`src/rtl/dmux4way_reg.sv`:
```
// Registered 1-to-4 word demux with one holding register per channel; 1-clock in-to-out latency.
// Backpressure: the input stalls only when the selected channel is full and not draining.
module dmux4way_reg #(
  parameter int WIDTH = 16,
  parameter int CNT_W = 8
) (
  input  logic               clk,
  input  logic               rst,
  input  logic [WIDTH-1:0]   in_data,
  input  logic [1:0]         in_sel,
  input  logic               in_valid,
  output logic               in_ready,
  output logic [4*WIDTH-1:0] out_data,
  output logic [3:0]         out_valid,
  input  logic [3:0]         out_ready,
  output logic [CNT_W-1:0]   deliv_cnt
);

  localparam logic [CNT_W-1:0] CNT_MAX = {CNT_W{1'b1}};

  logic [WIDTH-1:0] data_q [4];
  logic [3:0]       valid_q;
  logic [CNT_W-1:0] cnt_q;

  logic [3:0]       drain;
  logic [3:0]       load;
  logic             accept;
  logic [2:0]       n_drain;
  logic [CNT_W:0]   cnt_sum;

  // Ready looks only at the selected channel, never at in_valid.
  assign in_ready = ~valid_q[in_sel] | out_ready[in_sel];
  assign accept   = in_valid & in_ready;
  assign drain    = valid_q & out_ready;

  always_comb begin
    load = 4'b0000;
    for (int k = 0; k < 4; k++) begin
      load[k] = accept & (in_sel == 2'(k));
    end
  end

  always_comb begin
    n_drain = 3'd0;
    for (int k = 0; k < 4; k++) begin
      n_drain = n_drain + 3'(drain[k]);
    end
  end

  assign cnt_sum = {1'b0, cnt_q} + (CNT_W+1)'(n_drain);

  always_ff @(posedge clk or posedge rst) begin
    if (rst) begin
      valid_q <= 4'b0000;
      for (int k = 0; k < 4; k++) begin
        data_q[k] <= '0;
      end
    end else begin
      for (int k = 0; k < 4; k++) begin
        // A reload wins over a drain so a same-cycle refill stays full.
        if (load[k]) begin
          valid_q[k] <= 1'b1;
          data_q[k]  <= in_data;
        end else if (drain[k]) begin
          valid_q[k] <= 1'b0;
        end
      end
    end
  end

  always_ff @(posedge clk or posedge rst) begin
    if (rst) begin
      cnt_q <= '0;
    end else if (cnt_sum[CNT_W]) begin
      cnt_q <= CNT_MAX;
    end else begin
      cnt_q <= cnt_sum[CNT_W-1:0];
    end
  end

  always_comb begin
    out_data = '0;
    for (int k = 0; k < 4; k++) begin
      out_data[k*WIDTH +: WIDTH] = data_q[k];
    end
  end

  assign out_valid = valid_q;
  assign deliv_cnt = cnt_q;

endmodule

```
`config.mk`:
```
export PLATFORM = sky130hd
export DESIGN_NAME = dmux4way_reg
export DESIGN_NICKNAME = d
export VERILOG_FILES = /design/src/rtl/dmux4way_reg.sv
export SDC_FILE = /design/constraint.sdc
export NUM_CORES = 1
export LEC_CHECK = 0
export CAP_MARGIN = 10
export CORE_MARGIN = 4
export CORE_UTILIZATION = 35
export DETAILED_ROUTE_END_ITERATION = 7
export PLACE_DENSITY = 0.67
export SYNTH_ARGS = -nofsm -noshare
export SYNTH_HDL_FRONTEND = slang
export SYNTH_SLANG_ARGS = --single-unit
```
`constraint.sdc`:
```
create_clock -name clk -period 6.6 [get_ports clk]
set_input_delay 1.32 -clock clk [delete_from_list [all_inputs] [get_ports clk]]
set_output_delay 1.32 -clock clk [all_outputs]
set_load 0.05 [all_outputs]
```
==> summary.txt <==
Global routing
  – Vias in the first global route: 2175
  – Pin count of the biggest net entering global routing: 70
  – Initial antenna violation count: 0
  – Congestion Overflow GR: 0
  – First-pass GRT wire length: 11.1 mm
  – Tot GR Track Use: 0.137

CTS
  – Clock latency at the later pin of the worst-skew pair: 0.34 ns
  – Cts hold-fix bufs: 0
  – Setup Fix Bufs, Post-CTS: 0
  – Clock root cell: clkbuf_8
  – H-tree Lvls: 3
  – TritonCTS clock tree: done
  – CTS Buf Count: 9
  – Clk sinks: 76
  – Maximum clock path buffer count: 2
  – Clock-pin slew on the worst setup and hold paths: about 0.07 ns
  – Cts repair resizes: 0

Worst setup path
  – CP cell instances: clkdlybuf4s50_1 -> mux4_1 -> clkdlybuf4s50_1
  – Critical path's slowest cell: clkdlybuf4s50_1
  – Worst path max stage delay: 0.72 ns
  – CP Data Arrival Time: 3.29 ns
  – Buf+Inv Stages, Crit Path: 2
  – Crit Path Class: primary input to output port
  – Required time worst endpoint: 5.28 ns
  – Crit path capture type: output port
  – Top cell by count, worst path: clkdlybuf4s50_1
  – Delay-heaviest family, CP: buffers and inverters
  – Max FO, Critical Path: 7
  – Critical path launch point type: primary input

Synth
  – Post-synthesis compound-gate area fraction: 0.00749
  – Synth Area in XOR/XNOR: 0.00828
  – Fraction of the mapped netlist area in adder cells: 0.0229
  – Largest family of logic cells by synthesized area: multiplexers
  – Yosys top cell by area: dfrtp_1
  – Predominant post-synthesis flop cell: dfrtp_1
  – YS warnings: 0
  – Mux contribution to synthesized area: 0.264
  – Seq/Total Area, Yosys: 0.599
  – Number of synthesized flops with an enable pin: 0
  – Top cells by count, synth: dfrtp_1, mux2_2, mux2_4
  – Synthesized area: 3170 sq um
  – Yosys top cell area share: 0.599
  – Syn Inst Count: 200
  – Synthesized Nets: 229
  – Async set or reset register ratio after synthesis: 1.00
  – Synth area leaders: dfrtp_1, mux2_2, mux2_4
  – Syn Area/Cell: roughly 16 sq um
  – Post-synth cell types: 27
  – Synthesis-stage register bit count: 76
  – Top-count cell post-synth: dfrtp_1
  – Simple-gate share of the synthesized area: 0.0650

Floorplan
  – Die width: approximately 100 um
  – CORE AREA: 8760 sq um
  – Die Area: roughly 11000 sq um
  – Num ports: 102
  – Die Ht: 103 um
  – Effective utilization at floorplan: 0.362
  – # rows: 34

STA
  – Hold slack: 0.506 ns
  – Final hold vios: 0
  – Fin crit share: 0.698
  – Worst Max-Slew Pin Slew: 1.14 ns
  – RSZ-0062 raised after global routing: no
  – Fmax: between 200 and 250 MHz
  – Max-slew violations: 0
  – Clock skew: ~0.012 ns
  – Slew HR: 0.243
  – Final Critical Period: around 4.6 ns
  – # setup viols final: 0
  – TNS Setup: 0 ns

Layout
  – Sequential Area: 1900 sq um
  – Nets@finish: 336
  – Diode count: 0
  – Area of the multi-input gates: about 1200 sq um
  – # fillers: 767
  – Share of cells above drive strength 1: 0.279
  – Final core occ: 0.506
  – Area grow syn2layout: 39.7%

Route
  – Initial DRC count: 28
  – ANT nets after route: 0
  – Via density per instance: 4.80
  – Drt total wl: roughly 7 mm
  – First-pass iteration count of the detailed router: 3
  – Drc violations: 0
  – Wire length per cell: 16.7 um
  – Vias: between 2000 and 2500

Power and ir drop
  – Maximum vdd drop: approximately 0.18 mV
  – Static leakage: 1.91 nW
  – Pwr dens: ~400 nW/um^2

Status
  – Status: finished, final reports clean

Placed design
  – Gp weighted congestion: 0.740
  – IO buf count: 101
  – DP HPWL: 4.82 mm

Run
  – Max-cap violations: 0

Hold path
  – Hold/Removal Path Class: register to register
-- flip-flops by register name, summed over array words and instances, names as in the netlist --
register   flops
deliv_cnt      8
out_valid      4
out_data      64
-- layout by cell type (no fill, tap or decap), types with 2 or more instances in the layout --
| cell | synthesis | layout |
|---|---|---|
| fa_1 | 3 | 3 |
| xor2_1 | 2 | 2 |
| o21ai_0 | 2 | 2 |
| clkinv_4 | 0 | 2 |
| mux2_2 | 46 | 46 |
| clkdlybuf4s50_1 | 0 | 101 |
| and3_1 | 2 | 2 |
| inv_1 | 5 | 4 |
| nand2_1 | 15 | 15 |
| nand2b_1 | 4 | 4 |
| clkinv_2 | 0 | 2 |
| dfrtp_1 | 76 | 76 |
| clkbuf_8 | 0 | 9 |
| nor2_1 | 3 | 3 |
| nor2b_1 | 2 | 2 |
| nand3_1 | 3 | 3 |
| mux2_4 | 19 | 19 |
-- final cells by class --
class | count | share of cell area
clock buffer | 10 | 0.0288
clock inverter | 6 | 0.0147
inverter | 5 | 0.00423
multi-input combinational | 113 | 0.263
sequential | 76 | 0.429
tap | 108 | 0.0305
timing repair buffer | 102 | 0.230
-- logic make-up (layout without fill, tap and decap cells) --
kind of cell | after synthesis | after routing
mux | 67 | 67
simple gates | 35 | 35
xor+xnor | 3 | 3
buf+inv | 11 | 123
fa+ha+maj | 4 | 4
compound gates | 4 | 4
flops | 76 | 76
-- through the flow --
stage	area [sq um]	power [mW]	cells	setup WS, ns
2_1_floorplan	3170	1.16	200	3.01
3_3_place_gp	4240	1.43	404	2.04
3_5_place_dp	4240	1.44	404	1.97
4_1_cts	4440	1.79	420	1.97
5_1_grt	4440	1.85	420	1.96
6_report	4440	1.77	420	1.99
-- worst register-to-register path, delay by kind of cell, from the launching register on --
family / cells / cell delay, ns
fa+ha+maj: 3 / 1.18
buf+inv: 2 / 0.13
flops: 1 / 0.37
mux: 1 / 0.27
simple gates: 3 / 0.39
-- report_power, final --
group	switching, mW	internal, mW
logic	0.492	0.290
registers	0.0716	0.570
clock network	0.171	0.175
total	0.735	1.03
-- final timing paths --
path,startpoint,endpoint,slack [ns],cells after the start
worst max-delay path,in_sel[0],in_ready,1.99,3
max in group asynchronous,rst,out_data[5],4.28,3
min in group asynchronous,rst,out_data[50],1.18,2
worst min register to register,out_data[3],out_data[3],0.51,1
worst max register to register,deliv_cnt[0],deliv_cnt[7],4.14,9
worst min-delay path,out_data[3],out_data[3],0.51,1
-- metal layers --
layer,vias up,GRT usage,routed length [um]
met1,1035,0.173,3100
met4,0,0.0508,105
met3,10,0.0382,467
met2,60,0.224,3340
li1,913,-,-
met5,-,0,0
Note: power is estimated with default switching activity, not from simulation.
